## config.mk

```make
export PLATFORM = sky130hd
export DESIGN_NAME = sig_bounce_gen_flat
export DESIGN_NICKNAME = d
export VERILOG_FILES = /design/src/rtl/sig_bounce_gen_if.sv /design/src/rtl/sig_bounce_gen.sv /design/src/flat_wrapper.sv
export SDC_FILE = /design/constraint.sdc
export NUM_CORES = 1
export LEC_CHECK = 0
export CAP_MARGIN = 5
export CORE_UTILIZATION = 57
export CTS_BUF_LIST = sky130_fd_sc_hd__clkbuf_4 sky130_fd_sc_hd__clkbuf_8
export DETAILED_ROUTE_END_ITERATION = 10
export PLACE_DENSITY = 0.8
export SLEW_MARGIN = 20
export SYNTH_ARGS = -nofsm -noshare
export SYNTH_HDL_FRONTEND = slang
export SYNTH_SLANG_ARGS = --single-unit
```

## constraint.sdc

```tcl
create_clock -name clk -period 2.2 [get_ports clk]
set_input_delay 0.22 -clock clk [delete_from_list [all_inputs] [get_ports clk]]
set_output_delay 0.22 -clock clk [all_outputs]
set_load 0.1 [all_outputs]
```

## src/rtl/sig_bounce_gen_if.sv

```systemverilog
// sig_bounce_gen_if: command/response bundle for the contact-bounce emulator.
//   cln_sig     : clean command level (master -> slave)
//   bounce_en   : 1 = emulate bounce, 0 = bypass (master -> slave)
//   dir_sig     : emulated dirty output (slave -> master)
//   busy        : bounce window in progress (slave -> master)
//   settle_done : one-cycle pulse when dir_sig settles after a window (slave -> master)
interface sig_bounce_gen_if;
   logic cln_sig;
   logic bounce_en;
   logic dir_sig;
   logic busy;
   logic settle_done;

   modport master (output cln_sig, bounce_en, input dir_sig, busy, settle_done);
   modport slave  (input cln_sig, bounce_en, output dir_sig, busy, settle_done);
endinterface

```

## src/rtl/sig_bounce_gen.sv

```systemverilog
// sig_bounce_gen: contact-bounce emulator. After each change of the clean
// command level the dirty output toggles at pseudo-random intervals for
// BOUNCE_CYCLES clocks, then settles to the commanded level.
//   clk     : clock, all state on posedge
//   reset_b : synchronous active-low reset
//   bus     : sig_bounce_gen_if.slave (cln_sig, bounce_en in; dir_sig, busy,
//             settle_done out, all outputs registered)
module sig_bounce_gen #(
   parameter int unsigned BOUNCE_CYCLES = 12,
   parameter int unsigned SEG_W         = 2,
   parameter logic [15:0] SEED          = 16'hACE1
) (
   input logic             clk,
   input logic             reset_b,
   sig_bounce_gen_if.slave bus
);

   // An all-zero seed would lock the LFSR at zero.
   localparam logic [15:0] SEED_EFF = (SEED == 16'h0000) ? 16'h0001 : SEED;
   localparam logic [15:0] BC       = 16'(BOUNCE_CYCLES);

   typedef enum logic {IDLE, BOUNCE} state_t;

   state_t      state, state_n;
   logic        cmd_q;
   logic        target, target_n;
   logic        dir_q, dir_n;
   logic        settle_q, settle_n;
   logic [15:0] win_cnt, win_n;
   logic [15:0] seg_cnt, seg_n;
   logic [15:0] lfsr, lfsr_n;
   logic [7:0]  seg_raw;
   logic [15:0] seglen;
   logic        change;

   assign change = (bus.cln_sig != cmd_q);

   // Segment length drawn from the low LFSR bits, before this edge's update.
   always_comb begin
      seg_raw               = '0;
      seg_raw[SEG_W-1:0]    = lfsr[SEG_W-1:0];
      seglen                = 16'(seg_raw) + 16'd1;
   end

   // Galois, x^16+x^14+x^13+x^11+1, shifting right.
   assign lfsr_n = {1'b0, lfsr[15:1]} ^ (lfsr[0] ? 16'hB400 : 16'h0000);

   always_comb begin
      state_n  = state;
      target_n = target;
      dir_n    = dir_q;
      settle_n = 1'b0;
      win_n    = win_cnt;
      seg_n    = seg_cnt;
      case (state)
         IDLE: begin
            if (change) begin
               if (bus.bounce_en) begin
                  target_n = bus.cln_sig;
                  dir_n    = ~dir_q;
                  win_n    = 16'd1;
                  seg_n    = seglen;
                  state_n  = BOUNCE;
               end else begin
                  dir_n = bus.cln_sig;
               end
            end
         end
         BOUNCE: begin
            win_n = win_cnt + 16'd1;
            // A new command change restarts the window, even on the settle edge.
            if (change) begin
               target_n = bus.cln_sig;
               dir_n    = ~dir_q;
               win_n    = 16'd1;
               seg_n    = seglen;
            end else if (win_cnt == BC) begin
               dir_n    = target;
               settle_n = 1'b1;
               state_n  = IDLE;
               win_n    = 16'd0;
            end else if (seg_cnt == 16'd1) begin
               dir_n = ~dir_q;
               seg_n = seglen;
            end else begin
               seg_n = seg_cnt - 16'd1;
            end
         end
         default: state_n = IDLE;
      endcase
   end

   always_ff @(posedge clk) begin
      if (!reset_b) begin
         state    <= IDLE;
         cmd_q    <= 1'b0;
         target   <= 1'b0;
         dir_q    <= 1'b0;
         settle_q <= 1'b0;
         win_cnt  <= 16'd0;
         seg_cnt  <= 16'd0;
         lfsr     <= SEED_EFF;
      end else begin
         state    <= state_n;
         cmd_q    <= bus.cln_sig;
         target   <= target_n;
         dir_q    <= dir_n;
         settle_q <= settle_n;
         win_cnt  <= win_n;
         seg_cnt  <= seg_n;
         lfsr     <= lfsr_n;
      end
   end

   assign bus.dir_sig     = dir_q;
   assign bus.busy        = (state == BOUNCE);
   assign bus.settle_done = settle_q;

endmodule

```

## src/flat_wrapper.sv

```systemverilog
// flat-port wrapper written by rule: the top's interface ports become plain ports
module sig_bounce_gen_flat 
#(
   parameter int unsigned BOUNCE_CYCLES = 12,
   parameter int unsigned SEG_W         = 2,
   parameter logic [15:0] SEED          = 16'hACE1
)
  (clk, reset_b, bus_cln_sig, bus_bounce_en, bus_dir_sig, bus_busy, bus_settle_done);
  sig_bounce_gen_if bus_i ();
  input logic clk;
  input logic reset_b;
  input wire logic [$bits(bus_i.cln_sig)-1:0] bus_cln_sig;
  input wire logic [$bits(bus_i.bounce_en)-1:0] bus_bounce_en;
  output wire logic [$bits(bus_i.dir_sig)-1:0] bus_dir_sig;
  output wire logic [$bits(bus_i.busy)-1:0] bus_busy;
  output wire logic [$bits(bus_i.settle_done)-1:0] bus_settle_done;
  assign bus_i.cln_sig = bus_cln_sig;
  assign bus_i.bounce_en = bus_bounce_en;
  assign bus_dir_sig = bus_i.dir_sig;
  assign bus_busy = bus_i.busy;
  assign bus_settle_done = bus_i.settle_done;
  sig_bounce_gen #(.BOUNCE_CYCLES(BOUNCE_CYCLES), .SEG_W(SEG_W), .SEED(SEED)) u_core (.clk(clk), .reset_b(reset_b), .bus(bus_i));
endmodule
```

# Word level (Yosys, flattened, before mapping)
# Index checks and enable logic that the tools add are counted.
# Widths: inputs -> output; s select.
word_totals:
  inputBits: 4
  latchBits: 0
  register_bits: 53
  mem_bits_rw: 0
  romBits: 0
  memories: 0
  out_inout_bits: 3
  word_cells: 56
op_classes:
  n_mux: 28
  reduce_logical: 5
  mul: 0
  order_cmp: 0
  add_sub_neg: 3
  shift: 0
  n_div: 0
  n_eq_ne: 8
  bitwise_logic: 4
op_table:
  columns: ["operator", "count"]
  rows:
  - ["$mux 16", 10]
  - ["$pmux 16 s2", 2]
  - ["$add 16x1->16 const B", 1]
  - ["$eq 16x1->1 const B", 1]
  - ["$eq 16x4->1 const B", 1]
  - ["$sub 16x1->16 const B", 1]
  - ["$xor 15x16->16", 1]
  - ["$mux 1", 13]
  - ["$pmux 1 s2", 3]
  - ["$reduce_and 3->1", 2]
  - ["$ne 2x2->1 const B", 2]
  - ["$ne 4x4->1 const B", 1]
  - ["$reduce_and 2->1", 2]
  - ["$add 2x1->3 const B", 1]
  - ["$ne 3x3->1 const B", 1]
  - ["$not 1->1", 3]
  - ["$reduce_or 3->1", 1]
  - ["$ne 2x1->1 const B", 1]
  - ["$ne 1x1->1", 1]

# Longest topological paths before layout
# Gate-level depths: netlist (run 1).
depth:
  depth_word: 5
  ltp_mapped: 9
  ltp_nobuf: 7

# Worst setup path before layout (run 1)
# OpenSTA, ideal clock, no wires.
synth_timing:
  path_type: "flip-flop to flip-flop"
  startpoint: "register u_core.state, in the netlist u_core.bus.busy"
  endpoint: "register u_core.seg_cnt[9]"
  t_arrival_ns: 2.253
  n_path_buf: 1
  setup_slack_ns: -0.124
  stages_incl_launch_ff: 6
  setup_time_ns: 0.070
  required_ns: 2.130
  synth_period_minus_slack_ns: 2.324
  cell_sequence: "dfxtp_1 nand2_1 clkbuf_1 nor4_1 nand3_1 a21oi_1"
synth_between:
  elab_chain_len: 3
  elab_cells_between_ends: 6
  cone_classes: "3 x eq/ne; 1 x mux; 1 x bitwise; 1 x reduce/logical"
synth_lines:
  columns: ["element", "line_no", "source"]
  rows:
  - ["from (decl)", "sig_bounce_gen.sv:24", "state_t state, state_n;"]
  - ["from (signal assigned)", "sig_bounce_gen.sv:104", "state <= state_n;"]
  - ["$not 1->1", "sig_bounce_gen.sv:55", "case (state)"]
  - ["$ne 2x2->1 (no line) / $ne 2x1->1 (equally long branches)", null, null]
  - ["$reduce_and 3->1 (no line)", null, null]
  - ["to (signal assigned)", "sig_bounce_gen.sv:110", "seg_cnt <= seg_n;"]
  - ["to (decl)", "sig_bounce_gen.sv:30", "logic [15:0] seg_cnt, seg_n;"]
# Parallel ways exist; a longest one is shown, timed or not.
# A chain may end at the register's enable or synchronous reset.

# Worst setup path in the final report (run 1)
layout_timing:
  startpoint: "register u_core.win_cnt[0]"
  endpoint: "register u_core.seg_cnt[1]"
layout_between:
  elab_chain_len: 3
layout_lines:
  columns: ["element", "line_no", "source"]
  rows:
  - ["from (decl)", "sig_bounce_gen.sv:29", "logic [15:0] win_cnt, win_n;"]
  - ["from (signal assigned)", "sig_bounce_gen.sv:109", "win_cnt <= win_n;"]
  - ["$eq 16x4->1", "sig_bounce_gen.sv:77", "end else if (win_cnt == BC) begin"]
  - ["$ne 3x3->1 (no line)", null, null]
  - ["$reduce_and 3->1 (no line)", null, null]
# Every way passes these cells.

==> results.md, run 1 <==
* Outcome: completed
* Sw frac at 28.4%
* RSZ-0062 raised after global routing: no
* Setup violations, final at 0
* Total gr overflow at 0
* Comb pwr share at 20.5%
* RD Place Congestion at 0.858
* CP Capture Type: flop
* Synth top area cells: dfxtp_1 44%, nor2_1 4.2%, nor3_1 3.7%, nand2_1 3.5%, xor2_1 3.2%
* Worst-case vdd ir drop at 519 uV
* Cts hold-fix bufs at 0
* Worst Max-Slew Pin Slew at 0.531 ns
* Mapped cell area at 2440 sq um
* Max_cap viols at 0
* Post-route clock skew at 0.00496 ns
* Fillers at 310
* Library cells used by synthesis at 48
* Cells after Synth at 281
* Slew Limit Fails at 0
* Clk buf depth at 2
* Layout net count at 321
* Pre-CTS setup slack at 0.0467 ns
* Share of cells above drive strength 1 at 16.0%
* Worst reg2reg path startpoint: u_core.win_cnt[0]
* Number of global-route vias before repair at 1,885
* Hold Startpoint: u_core.lfsr[8]
* Largest net degree at the start of global routing at 26
* Global-route wire length before repair at 8.76 mm
* Fin Hold WS at 0.421 ns
* Pint at 1.56 mW
* Ant diodes at 0
* Clk pwr share at 31.7%
* Clock Latency Late Sink at 0.31 ns
* DR pass1 iterations at 4
* Most common cell after layout, fill and taps aside: dfxtp_1
* Fin crit period at 2.06 ns
* Data required, critical path at 2.43 ns
* Synth Warn # at 0
* IO Port Bufs at 6
* Vias/cell at 5.90
* Core area at 4060 sq um
* Die Width at 67.4 um
* F_max at 486 MHz
* PwrDens at 762 nW/um^2
* Avg Inst Size Synth at 8.67 sq um
* CP Launch Type: flop
* Hpwl dp at 3.69 mm
* Initial antenna violation count at 0
* CTS tree: yes
* Residual DRC at 0
* Final period util at 93.6%
* Leak pwr at 1.09 nW
* Hold crit path type: flop to flop
* Final Hold Vio Count at 0
* Crit path max fanout at 7
* Sequential fraction of the synthesis area at 43.6%
* Die ar. at 4540 sq um
* Initial cell density of the core at 60.0%
* Net Count, Synth at 290
* DRT iter0 DRCs at 126
* PnR worst setup slack at 0.141 ns
* Crit Path Class: flop to flop
* Die extent in y at 67.4 um
* Post-synth top area share at 43.6%
* Area of the multi-input gates at 1310 sq um
* Slew headroom at 64.4%
* CP startpoint: u_core.win_cnt[0]
* Sequential cell area at 1060 sq um
* Top-Level Pins at 7
* Final WL at 5.28 mm
* Most frequent cells in the layout: 52 x dfxtp_1, 34 x buf_4, 27 x nor2_1
* Cell row count at 23
* Post-synthesis register bit count at 53
* Setup TNS at 0 ns
* Clk sinks at 53
* H-tree depth at 2
* Post-route ant nets at 0
* Num CTS Buffers at 5
* Routed wire per std cell at 14.6 um
* Worst Path Arrival at 2.29 ns
* Area leader, netlist: dfxtp_1
* Synth-to-Final Area Change at 17.6%
* NetSw at 0.620 mW
* Vias at 2,143
* GRT Util Overall at 25.9%
* Root Buffer: clkbuf_8
* Sequential share of power at 47.7%
* Reg clk slew, reported paths at 0.09 ns
-- area by class of cell --
cell class | instances | area share, %
Multi-Input combinational cell | 209 | 45.8
Sequential cell | 53 | 37.1
Timing Repair Buffer | 37 | 9.96
Inverter | 6 | 0.786
Clock inverter | 2 | 1.31
Clock buffer | 6 | 2.88
Tap cell | 50 | 2.18
-- path summary, 6_finish.rpt --
path	end	slack, ns	depth (start not counted)
worst max-delay path	u_core.seg_cnt[1]	0.14	9
worst min register to register	u_core.lfsr[7]	0.42	1
worst min-delay path	u_core.lfsr[7]	0.42	1
worst max register to register	u_core.seg_cnt[1]	0.14	9
-- power groups by stage --
stage	Sequential, mW	Clock (mW)	Combinational [mW]
finish	1.04	0.693	0.448
floorplan	1.09	0	0.253
detailed placement	1.06	0	0.435
global placement	1.06	0	0.431
global route	1.05	0.740	0.489
CTS	1.04	0.712	0.439
-- cell usage after synthesis (all sizes together) --
master and instances:
nand3 7, a31oi 4, o211ai 4, a221oi 2, or2 1, nand4b 2
o31a 2, and3 3, a32oi 2, nor3 19, nor3b 2, inv 6
or4 5, a21o 1, a32o 2, o21ai 16, nor2b 1, nand4 10
nand2b 7, o21a 2, o211a 1, and2 8, or4b 1, and4 3
o31ai 1, nor2 27, nor4 8, xor2 9, o2bb2ai 1, nor4b 1
buf 1, nor4bb 1, dfxtp 53, a2111oi 1, or3 2, xnor2 8
clkbuf 12, ha 5, a21oi 13, a211oi 2, o311ai 1, nand2 23
a22oi 1
-- registers in the layout (all words and copies together), names as in the netlist --
name	flops
u_core.bus.settle_done	1
u_core.bus.dir_sig	1
u_core.cmd_q	1
u_core.bus.busy	1
u_core.seg_cnt	16
u_core.lfsr	16
u_core.win_cnt	16
u_core.target	1
-- logic make-up after synthesis --
kind of cell	after synthesis	share of synthesized area, %
AOI/OAI and AO/OA	56	15.2
xor gates and xnor gates	17	6.11
adders and majority gates	5	2.57
buffers and inverters	19	3.08
DFF	53	43.6
and+or+nand+nor	131	29.5
-- critical path, stage by stage, from the launching register on --
cell,delay [ns]
dfxtp_1,0.32
inv_1,0.06
ha_1,0.15
nor4b_1,0.39
and4_1,0.31
buf_4,0.18
a21oi_1,0.08
buf_4,0.16
o21a_1,0.11
a221oi_2,0.23
-- routing by layer --
layer  GRT usage, %  routed length (um)  up-vias
met3           5.57                 209        6
met5              0                   0        -
met1           32.9                2500     1013
met2           42.5                2510       43
li1               -                   -     1081
met4           9.84                  71        0
-- repair_timing --
action,in CTS,in global routing
setup endpoints to repair,0,11
buffers inserted,0,1
gates resized for setup,0,3
-- stage by stage --
step	instances	util, %	total power [mW]	area, sq um
after global placement	354	67.2	1.49	2730
after CTS	362	70.1	2.19	2850
after detailed placement	354	67.2	1.50	2730
after floorplan	281	-	1.34	2440
final	363	70.6	2.18	2870
after global routing	363	70.6	2.28	2870
Note: power is estimated with default switching activity, not from simulation.
==> inputs of run 2 (changes only) <==
--- a/config.mk
+++ b/config.mk
@@ -6,6 +6,7 @@
 export NUM_CORES = 1
 export LEC_CHECK = 0
 export CAP_MARGIN = 5
+export CORE_ASPECT_RATIO = 2
 export CORE_UTILIZATION = 57
 export CTS_BUF_LIST = sky130_fd_sc_hd__clkbuf_4 sky130_fd_sc_hd__clkbuf_8
 export DETAILED_ROUTE_END_ITERATION = 10
==> run 2 against run 1 <==
Effect of this change:
- critical path depth fell by 3
- via count rose by 3.4%
- first-iteration DRC count fell by 41%
- critical path type unchanged
- highest routed layer unchanged
==> results.md, run 2 (synthesis gave the netlist of run 1 again) <==
* PwrDens at 727 nW/um^2 (-4.7%)
* Outcome: completed
* Final WL at 5.91 mm (+12%)
* H-tree depth at 2 (unchanged)
* Worst-case vdd ir drop at 571 uV (+10%)
* Slew Limit Fails at 0 (unchanged)
* IO Port Bufs at 6 (unchanged)
* Worst Max-Slew Pin Slew at 0.506 ns (-0.0258 ns)
* Routed wire per std cell at 16.1 um (+11%)
* Post-route clock skew at 0.00454 ns (-0.000420 ns)
* Vias/cell at 6.05 (+2.6%)
* Layout net count at 322 (+0.31%)
* Post-DP Area at 2740 sq um (+0.37%)
* Num CTS Buffers at 5 (unchanged)
* Leak pwr at 1.08 nW (-0.91%)
* Die ar. at 4550 sq um (+0.34%)
* Synth-to-Final Area Change at 17.4%
* Post-route ant nets at 0 (unchanged)
* CTS tree: yes
* Final Hold Vio Count at 0 (unchanged)
* Global-route wire length before repair at 9.40 mm (+7.2%)
* GRT Util Overall at 29.0% (+3.1 points)
* Fin cells at 366 (+0.83%)
* Worst Path Arrival at 2.34 ns (+0.05 ns)
* Slew headroom at 66.3% (+1.9 points)
* Root Buffer: clkbuf_8
* Hold crit path type: flop to flop
* Worst-path cell with the longest stage delay: or4_1
* CP Launch Type: flop
* Data required, critical path at 2.41 ns (-0.02 ns)
* Slowest stage delay, CP at 0.59 ns (+0.20 ns)
* DRT iter0 DRCs at 74 (-41%)
* Clk buf depth at 2 (unchanged)
* Total gr overflow at 0 (unchanged)
* Cts hold-fix bufs at 0 (unchanged)
* DR pass1 iterations at 4 (unchanged)
* Die extent in y at 94.5 um (+40%)
* Initial cell density of the core at 59.6% (-0.44 points)
* Fin crit period at 2.13 ns (+0.0671 ns)
* Reg clk slew, reported paths at 0.10 ns (about the same)
* Placed Cells at 357 (+0.85%)
* Top-Level Pins at 7 (unchanged)
* Tot Pwr at 2.08 mW (-4.8%)
* Largest net degree at the start of global routing at 26 (unchanged)
* Regs by FF count: u_core.lfsr (16), u_core.seg_cnt (16), u_core.win_cnt (16)
* Vias at 2,216 (+3.4%)
* Most frequent cells in the layout: 52 x dfxtp_1, 34 x buf_4, 27 x nor2_1
* RD Place Congestion at 0.970 (+13%)
* Crit Path Class: flop to flop
* Ant diodes at 0 (unchanged)
* Most common cell after layout, fill and taps aside: dfxtp_1
* Number of global-route vias before repair at 2,218 (+18%)
* Fillers at 320 (+3.2%)
* Die Width at 48.2 um (-28%)
* Clock Latency Late Sink at 0.31 ns (about the same)
* Crit path max fanout at 5 (-2)
* Final period util at 96.6% (+3.0 points)
* Residual DRC at 0 (unchanged)
* Max_cap viols at 0 (unchanged)
* Hpwl dp at 4.35 mm (+18%)
* Clk sinks at 53 (unchanged)
* Post-layout util at 70.0% (-0.64 points)
* Fin area at 2860 sq um (-0.17%)
* Core area at 4090 sq um (+0.74%)
* Cell row count at 33 (+43%)
* Setup TNS at 0 ns (unchanged)
* Initial antenna violation count at 0 (unchanged)
* Crit path cell chain: or4_1 > nor4_4 > or2_1 > buf_4 > o21ai_1 > a32o_1
* Setup violations, final at 0 (unchanged)
* F_max at 470 MHz (-3.2%)
* CP Capture Type: flop
* Share of cells above drive strength 1 at 16.2% (+0.27 points)
[run 2: area by class of cell]
cell class                 count  area (sq um)  share of cell area, %
clock buffer                   5          68.8                   2.41
clock inverter                 3          25.0                  0.875
inverter                       6          22.5                  0.787
multi-input combinational    209          1320                   46.2
sequential                    53          1060                   37.1
tap                           52          65.1                   2.27
timing repair buffer          38           297                   10.4
[run 2: report_power, final]
group,switching (mW),internal (mW)
clock,0.335,0.230
sequential,0.0373,1.01
combinational,0.278,0.191
[run 2: layer usage]
layer  global-route usage (%)  part of all wire (%)
met1                     27.6                    36
met2                     49.2                    55
met5                        0                     0
met3                     6.69                   2.8
met4                     21.1                   6.1
[run 2: through the flow]
| stage | worst slack (ns) | hold WS (ns) |
|---|---|---|
| after floorplan | 0.0259 | 0.293 |
| after global placement | 0.0581 | 0.405 |
| after detailed placement | 0.0376 | 0.399 |
| after CTS | 0.0576 | 0.431 |
| after global routing | -0.0794 | 0.458 |
| final | 0.0742 | 0.424 |
[run 2: critical path, delay by kind of cell (launching register included)]
kind,cells,cell delay [ns]
and+or+nand+nor,3,1.19
DFF,1,0.36
AOI/OAI and AO/OA,2,0.32
buffers and inverters,1,0.17
[run 2: path summary, 6_finish.rpt]
path	start	end	slack, ns	cells past startpoint
max	u_core.seg_cnt[6]	u_core.seg_cnt[2]	0.07	6
min reg2reg	u_core.lfsr[8]	u_core.lfsr[7]	0.42	1
min	u_core.lfsr[8]	u_core.lfsr[7]	0.42	1
max reg2reg	u_core.seg_cnt[6]	u_core.seg_cnt[2]	0.07	6
[run 2: repair_timing]
action / CTS / global route
setup buffers: 0 / 1
setup endpoints to repair: 0 / 9
gates resized for setup: 0 / 5
